**src/rtl/hazard_control_unit_if.sv**
```systemverilog
// Hazard-control bundle between the pipeline datapath and the hazard controller.
// The master side is the pipeline (sources hazard inputs, consumes stall/flush enables).
interface hazard_control_unit_if #(
  parameter int unsigned CNT_W = 16
);
  logic [4:0]       id_rs1;
  logic [4:0]       id_rs2;
  logic             id_use_rs1;
  logic             id_use_rs2;
  logic [4:0]       ex_rd;
  logic             ex_is_load;
  logic             ex_br_taken;
  logic             dmem_req;
  logic             dmem_ready;
  logic             pc_stall;
  logic             if_id_stall;
  logic             if_id_flush;
  logic             id_ex_stall;
  logic             id_ex_flush;
  logic             ex_mem_stall;
  logic             mem_wb_flush;
  logic             mem_timeout;
  logic [CNT_W-1:0] stall_cnt;
  logic [CNT_W-1:0] flush_cnt;

  modport master (
    output id_rs1, id_rs2, id_use_rs1, id_use_rs2, ex_rd, ex_is_load, ex_br_taken,
    output dmem_req, dmem_ready,
    input  pc_stall, if_id_stall, if_id_flush, id_ex_stall, id_ex_flush,
    input  ex_mem_stall, mem_wb_flush, mem_timeout, stall_cnt, flush_cnt
  );

  modport slave (
    input  id_rs1, id_rs2, id_use_rs1, id_use_rs2, ex_rd, ex_is_load, ex_br_taken,
    input  dmem_req, dmem_ready,
    output pc_stall, if_id_stall, if_id_flush, id_ex_stall, id_ex_flush,
    output ex_mem_stall, mem_wb_flush, mem_timeout, stall_cnt, flush_cnt
  );
endinterface

```
**src/rtl/hazard_control_unit.sv**
```systemverilog
// Hazard controller for the 5-stage pipeline: load-use bubbles, branch flushes,
// data-memory freeze with timeout, and saturating stall/flush performance counters.
module hazard_control_unit #(
  parameter int unsigned MEM_TIMEOUT = 255,
  parameter int unsigned CNT_W       = 16
) (
  input logic clk,
  input logic rst_n,
  hazard_control_unit_if.slave hz_io
);

  localparam logic [1:0] StRun     = 2'd0;
  localparam logic [1:0] StMemWait = 2'd1;
  localparam logic [1:0] StHung    = 2'd2;

  localparam logic [15:0] TimeoutVal = 16'(MEM_TIMEOUT);

  logic [1:0]       state_q, state_d;
  logic [15:0]      wait_q, wait_d;
  logic [CNT_W-1:0] stall_cnt_q, stall_cnt_d;
  logic [CNT_W-1:0] flush_cnt_q, flush_cnt_d;

  logic mem_busy;
  logic load_use;
  logic freeze;

  logic pc_stall, if_id_stall, if_id_flush, id_ex_stall, id_ex_flush;
  logic ex_mem_stall, mem_wb_flush;

  // Hazard detection from the current ID/EX/MEM contents.
  always_comb begin
    mem_busy = hz_io.dmem_req && !hz_io.dmem_ready;
    load_use = hz_io.ex_is_load && (hz_io.ex_rd != 5'd0) &&
               ((hz_io.id_use_rs1 && (hz_io.id_rs1 == hz_io.ex_rd)) ||
                (hz_io.id_use_rs2 && (hz_io.id_rs2 == hz_io.ex_rd)));
    freeze   = (state_q == StHung) || mem_busy;
  end

  // Prioritised control outputs: freeze beats branch flush beats load-use bubble.
  always_comb begin
    pc_stall     = 1'b0;
    if_id_stall  = 1'b0;
    if_id_flush  = 1'b0;
    id_ex_stall  = 1'b0;
    id_ex_flush  = 1'b0;
    ex_mem_stall = 1'b0;
    mem_wb_flush = 1'b0;
    if (freeze) begin
      // EX is held, so branch and load-use simply re-evaluate once released.
      pc_stall     = 1'b1;
      if_id_stall  = 1'b1;
      id_ex_stall  = 1'b1;
      ex_mem_stall = 1'b1;
      mem_wb_flush = 1'b1;
    end else if (hz_io.ex_br_taken) begin
      // ID holds a wrong-path instruction, so any load-use match is irrelevant.
      if_id_flush = 1'b1;
      id_ex_flush = 1'b1;
    end else if (load_use) begin
      pc_stall    = 1'b1;
      if_id_stall = 1'b1;
      id_ex_flush = 1'b1;
    end
  end

  // Memory-wait FSM and its wait-cycle counter.
  always_comb begin
    state_d = state_q;
    wait_d  = wait_q;
    unique case (state_q)
      StRun: begin
        if (mem_busy) begin
          state_d = StMemWait;
          wait_d  = 16'd1;
        end
      end
      StMemWait: begin
        if (!mem_busy) begin
          state_d = StRun;
          wait_d  = 16'd0;
        end else if (wait_q == TimeoutVal) begin
          state_d = StHung;
        end else begin
          wait_d = wait_q + 16'd1;
        end
      end
      StHung: begin
        state_d = StHung;
      end
      default: begin
        state_d = StRun;
        wait_d  = 16'd0;
      end
    endcase
  end

  // Saturating performance counters.
  always_comb begin
    stall_cnt_d = stall_cnt_q;
    flush_cnt_d = flush_cnt_q;
    if (pc_stall && (stall_cnt_q != {CNT_W{1'b1}})) begin
      stall_cnt_d = stall_cnt_q + CNT_W'(1);
    end
    if (if_id_flush && (flush_cnt_q != {CNT_W{1'b1}})) begin
      flush_cnt_d = flush_cnt_q + CNT_W'(1);
    end
  end

  // State registers with asynchronous active-low reset.
  always_ff @(posedge clk or negedge rst_n) begin
    if (!rst_n) begin
      state_q     <= StRun;
      wait_q      <= 16'd0;
      stall_cnt_q <= '0;
      flush_cnt_q <= '0;
    end else begin
      state_q     <= state_d;
      wait_q      <= wait_d;
      stall_cnt_q <= stall_cnt_d;
      flush_cnt_q <= flush_cnt_d;
    end
  end

  // Drive the interface outputs.
  always_comb begin
    hz_io.pc_stall     = pc_stall;
    hz_io.if_id_stall  = if_id_stall;
    hz_io.if_id_flush  = if_id_flush;
    hz_io.id_ex_stall  = id_ex_stall;
    hz_io.id_ex_flush  = id_ex_flush;
    hz_io.ex_mem_stall = ex_mem_stall;
    hz_io.mem_wb_flush = mem_wb_flush;
    hz_io.mem_timeout  = (state_q == StHung);
    hz_io.stall_cnt    = stall_cnt_q;
    hz_io.flush_cnt    = flush_cnt_q;
  end

endmodule

```
**src/flat_wrapper.sv**
```systemverilog
// flat-port wrapper written by rule: the top's interface ports become plain ports
module hazard_control_unit_flat 
#(
  parameter int unsigned MEM_TIMEOUT = 255,
  parameter int unsigned CNT_W       = 16
)
  (clk, rst_n, hz_io_id_rs1, hz_io_id_rs2, hz_io_id_use_rs1, hz_io_id_use_rs2, hz_io_ex_rd, hz_io_ex_is_load, hz_io_ex_br_taken, hz_io_dmem_req, hz_io_dmem_ready, hz_io_pc_stall, hz_io_if_id_stall, hz_io_if_id_flush, hz_io_id_ex_stall, hz_io_id_ex_flush, hz_io_ex_mem_stall, hz_io_mem_wb_flush, hz_io_mem_timeout, hz_io_stall_cnt, hz_io_flush_cnt);
  hazard_control_unit_if #(.CNT_W(CNT_W)) hz_io_i ();
  input logic clk;
  input logic rst_n;
  input wire logic [$bits(hz_io_i.id_rs1)-1:0] hz_io_id_rs1;
  input wire logic [$bits(hz_io_i.id_rs2)-1:0] hz_io_id_rs2;
  input wire logic [$bits(hz_io_i.id_use_rs1)-1:0] hz_io_id_use_rs1;
  input wire logic [$bits(hz_io_i.id_use_rs2)-1:0] hz_io_id_use_rs2;
  input wire logic [$bits(hz_io_i.ex_rd)-1:0] hz_io_ex_rd;
  input wire logic [$bits(hz_io_i.ex_is_load)-1:0] hz_io_ex_is_load;
  input wire logic [$bits(hz_io_i.ex_br_taken)-1:0] hz_io_ex_br_taken;
  input wire logic [$bits(hz_io_i.dmem_req)-1:0] hz_io_dmem_req;
  input wire logic [$bits(hz_io_i.dmem_ready)-1:0] hz_io_dmem_ready;
  output wire logic [$bits(hz_io_i.pc_stall)-1:0] hz_io_pc_stall;
  output wire logic [$bits(hz_io_i.if_id_stall)-1:0] hz_io_if_id_stall;
  output wire logic [$bits(hz_io_i.if_id_flush)-1:0] hz_io_if_id_flush;
  output wire logic [$bits(hz_io_i.id_ex_stall)-1:0] hz_io_id_ex_stall;
  output wire logic [$bits(hz_io_i.id_ex_flush)-1:0] hz_io_id_ex_flush;
  output wire logic [$bits(hz_io_i.ex_mem_stall)-1:0] hz_io_ex_mem_stall;
  output wire logic [$bits(hz_io_i.mem_wb_flush)-1:0] hz_io_mem_wb_flush;
  output wire logic [$bits(hz_io_i.mem_timeout)-1:0] hz_io_mem_timeout;
  output wire logic [$bits(hz_io_i.stall_cnt)-1:0] hz_io_stall_cnt;
  output wire logic [$bits(hz_io_i.flush_cnt)-1:0] hz_io_flush_cnt;
  assign hz_io_i.id_rs1 = hz_io_id_rs1;
  assign hz_io_i.id_rs2 = hz_io_id_rs2;
  assign hz_io_i.id_use_rs1 = hz_io_id_use_rs1;
  assign hz_io_i.id_use_rs2 = hz_io_id_use_rs2;
  assign hz_io_i.ex_rd = hz_io_ex_rd;
  assign hz_io_i.ex_is_load = hz_io_ex_is_load;
  assign hz_io_i.ex_br_taken = hz_io_ex_br_taken;
  assign hz_io_i.dmem_req = hz_io_dmem_req;
  assign hz_io_i.dmem_ready = hz_io_dmem_ready;
  assign hz_io_pc_stall = hz_io_i.pc_stall;
  assign hz_io_if_id_stall = hz_io_i.if_id_stall;
  assign hz_io_if_id_flush = hz_io_i.if_id_flush;
  assign hz_io_id_ex_stall = hz_io_i.id_ex_stall;
  assign hz_io_id_ex_flush = hz_io_i.id_ex_flush;
  assign hz_io_ex_mem_stall = hz_io_i.ex_mem_stall;
  assign hz_io_mem_wb_flush = hz_io_i.mem_wb_flush;
  assign hz_io_mem_timeout = hz_io_i.mem_timeout;
  assign hz_io_stall_cnt = hz_io_i.stall_cnt;
  assign hz_io_flush_cnt = hz_io_i.flush_cnt;
  hazard_control_unit #(.MEM_TIMEOUT(MEM_TIMEOUT), .CNT_W(CNT_W)) u_core (.clk(clk), .rst_n(rst_n), .hz_io(hz_io_i));
endmodule
```
**config.mk**
```make
export PLATFORM = sky130hd
export DESIGN_NAME = hazard_control_unit_flat
export DESIGN_NICKNAME = d
export VERILOG_FILES = /design/src/rtl/hazard_control_unit_if.sv /design/src/rtl/hazard_control_unit.sv /design/src/flat_wrapper.sv
export SDC_FILE = /design/constraint.sdc
export NUM_CORES = 1
export LEC_CHECK = 0
export ABC_AREA = 1
export ABC_CLOCK_PERIOD_IN_PS = 1990
export CORE_MARGIN = 2
export CORE_UTILIZATION = 52
export DETAILED_ROUTE_END_ITERATION = 10
export PLACE_DENSITY = 0.92
export SLEW_MARGIN = 25
export SYNTH_ARGS = -nofsm -noshare
export SYNTH_HDL_FRONTEND = slang
export SYNTH_SLANG_ARGS = --single-unit
```
**constraint.sdc**
```tcl
create_clock -name clk -period 1.99 [get_ports clk]
set_input_delay 0.398 -clock clk [delete_from_list [all_inputs] [get_ports clk]]
set_output_delay 0.398 -clock clk [all_outputs]
set_load 0.01 [all_outputs]
```
==> impl_metrics.json <==
{
  "status": "finished, final reports clean",
  "num_vias": 3052,
  "setup.worst_path.end_class": "output pin",
  "drt-initial-drc-count": 272,
  "report.final.setup_viol": 0,
  "startpoint_type": "primary input",
  "rsz0062_at_grt": "yes",
  "postRouteAntennaNets": 0,
  "io_pins": 63,
  "fillers": 452,
  "synth-seq-area-share_pct": 39.8,
  "dieArea_um2": 6690,
  "power_density_nw_per_um2": 644,
  "ff2ff_path_depth": 10,
  "synthArstFlopShare_pct": 100,
  "core_um2": 5890,
  "track_usage_pct": 25.0,
  "syn_nets": 451,
  "clockBufferDepth": 2,
  "cts_tree": "built",
  "syn_area_um2": 3150,
  "grt_start_max_net_pins": 22,
  "yosysTopAreaCellShare_pct": 39.8,
  "cpMaxStageDelayCell": "clkdlybuf4s50_1",
  "synthTopCellsByArea": "dfrtp_1 40%, nand2_1 16%, nand3_1 6.7%",
  "ir_worst_vdd_mv": 0.582,
  "r2r_start": "u_core.hz_io.stall_cnt[0]",
  "cts_root_buf": "clkbuf_8",
  "path_class": "primary input to output pin",
  "grt_pass1_vias": 2898,
  "rr_endpoint": "u_core.hz_io.stall_cnt[11]",
  "fmax_ghz": 0.514,
  "worstPathCellList": "clkdlybuf4s50_1 > nand2_1 > nor2_1 > nand3_1 > nand2_2 > nand3_2 > nand2_4 > buf_6",
  "hold_class": "primary input to asynchronous set/reset pin",
  "remaining_drc_errors": 0,
  "hold_viol": 0,
  "htreeDepth": 2,
  "synth_common_cells": "131 x nand2_1, 54 x inv_1, 50 x dfrtp_1",
  "drive_above_1_share_pct": 13.5,
  "num_rows": 28,
  "clock_latency_ns": 0.31,
  "nets": 528,
  "synth_warnings": 0,
  "cts_made_buffers": 5,
  "die_h_um": 81.8,
  "leakagePower_nw": 1.98,
  "place.gp.congestion": 0.893,
  "synth_cell_types": 31,
  "grt_remaining_overflow": 0,
  "syn-mean-instance-area_um2": 7.40,
  "antenna_found_initial": 0,
  "max_stage_delay_ns": 0.46,
  "syn_inst": 425,
  "yosysTopAreaCell": "dfrtp_1",
  "dp_hpwl_um": 5870,
  "r2r_slack_ns": 0.15,
  "worst_slew_pin_slew_ns": 0.462,
  "antenna_cells": 0,
  "die_w_um": 81.8,
  "ys.flop_type": "dfrtp_1",
  "via_per_inst": 5.29,
  "area_delta_synth_final_pct": 27.2,
  "timing.final.ws_setup_ns": 0.0462,
  "clock_sinks": 50,
  "slew_viol_final": 0,
  "dr.pass1.iters": 5,
  "max-cap-violations": 0,
  "place_worst_setup_slack_ns": -0.665,
  "maxSlewHeadroom_pct": 69.2,
  "drt-total-wl_um": 7720,
  "initial_core_util_pct": 53.5,
  "p_total_mw": 2.58,
  "finClkSkew_ns": 0.00876,
  "fin_crit_sh_pct": 97.7,
  "crit_fanout": 5,
  "clkSlewWorstSetupHoldPaths_ns": 0.09,
  "wl_per_cell_um": 13.4,
  "crit_arrival_ns": 1.55,
  "grt_pass1_wl_um": 12900,
  "required_ns": 1.59,
  "finalCriticalPeriod_ns": 1.94,
  "synth_edf_count": 0,
  "yosysMostFrequentCell": "nand2_1",
  "io_buffers": 62,
  "ys_seq_elements": 50
}
where the power goes:
| part | switching [mW] | internal, mW |
|---|---|---|
| sequential | 0.166 | 1.12 |
| clock | 0.338 | 0.242 |
| combinational | 0.342 | 0.364 |
| total | 0.847 | 1.73 |
worst max-delay path: cells and delay by family:
family / cells / cell delay [ns]
AND/OR/NAND/NOR: 6 / 0.57
buffers and inverters: 2 / 0.57
how the worst max path moves through the flow:
stage	start	end	slack (ns)	cells past startpoint
after global routing	hz_io_id_use_rs1	hz_io_id_ex_flush	-0.02	8
after detailed placement	hz_io_ex_rd[1]	hz_io_if_id_stall	-0.66	10
after global placement	hz_io_ex_rd[1]	hz_io_pc_stall	-0.56	10
after floorplan	hz_io_dmem_req	hz_io_pc_stall	0.20	8
final	hz_io_id_use_rs1	hz_io_if_id_stall	0.05	8
after CTS	u_core.state_q[0]	hz_io_mem_timeout	0.01	4
state kept, by name, indices dropped and copies added (netlist names):
name	count
u_core.hz_io.flush_cnt	16
u_core.hz_io.stall_cnt	16
u_core.wait_q	16
u_core.state_q	2
cells by family after synthesis:
kind of cell | share of synthesized area [%]
xor gates and xnor gates | 9.18
AOI/OAI and AO/OA | 4.69
buffers and inverters | 9.54
DFF | 39.8
adders and majority gates | 1.19
and+or+nand+nor | 35.6
final cells by class:
cell class / count / area (um2) / share of cell area, %
Tap cell: 75 / 93.8 / 2.35
Clock buffer: 6 / 72.6 / 1.81
Multi-Input combinational cell: 308 / 1630 / 40.8
Inverter: 57 / 216 / 5.41
Clock inverter: 1 / 7.51 / 0.188
Sequential cell: 50 / 1250 / 31.3
Timing Repair Buffer: 80 / 728 / 18.2
timing repair:
action	4_1_cts	5_1_grt
endpoints found under the setup margin	18	16
hold buffers	0	0
setup buffers	0	1
hold endpoints to repair	0	0
resized for setup	38	11
pin swaps	9	4
layout by cell type (no fill, tap or decap), types with 7 or more instances in the layout:
cell             instances
xor2_1                  22
nand2_1                126
dfrtp_1                 50
nor2_1                  37
buf_4                   18
nand3_1                 40
dlygate4sd2_1           18
inv_1                   51
nor3_1                  11
nand4_1                  9
clkdlybuf4s50_1         38
nand2_2                  7
o21ai_0                  8
xnor2_1                 11
o21ai_2                  8
routing by layer:
metal	track usage [%]	wire (um)	vias up
met5	0	0	-
met4	9.17	175	0
met3	4.51	381	25
met2	42.2	4010	114
met1	32.0	3150	1433
li1	-	-	1480
per-stage QoR:
| stage | instances | util [%] | TNS, ns | hold WS (ns) | instance area (um2) |
|---|---|---|---|---|---|
| 3_3_place_gp | 570 | 66.4 | -9.66 | 0.375 | 3910 |
| 4_1_cts | 576 | 67.3 | 0 | 0.0467 | 3960 |
| 6_report | 577 | 68.0 | 0 | 0.0252 | 4000 |
| 3_5_place_dp | 570 | 66.4 | -13.02 | 0.383 | 3910 |
| 5_1_grt | 577 | 68.0 | -0.0404 | 0.0503 | 4000 |
| 2_1_floorplan | 425 | - | 0 | 0.102 | 3150 |
No activity file was read; power rests on OpenSTA's default activity.
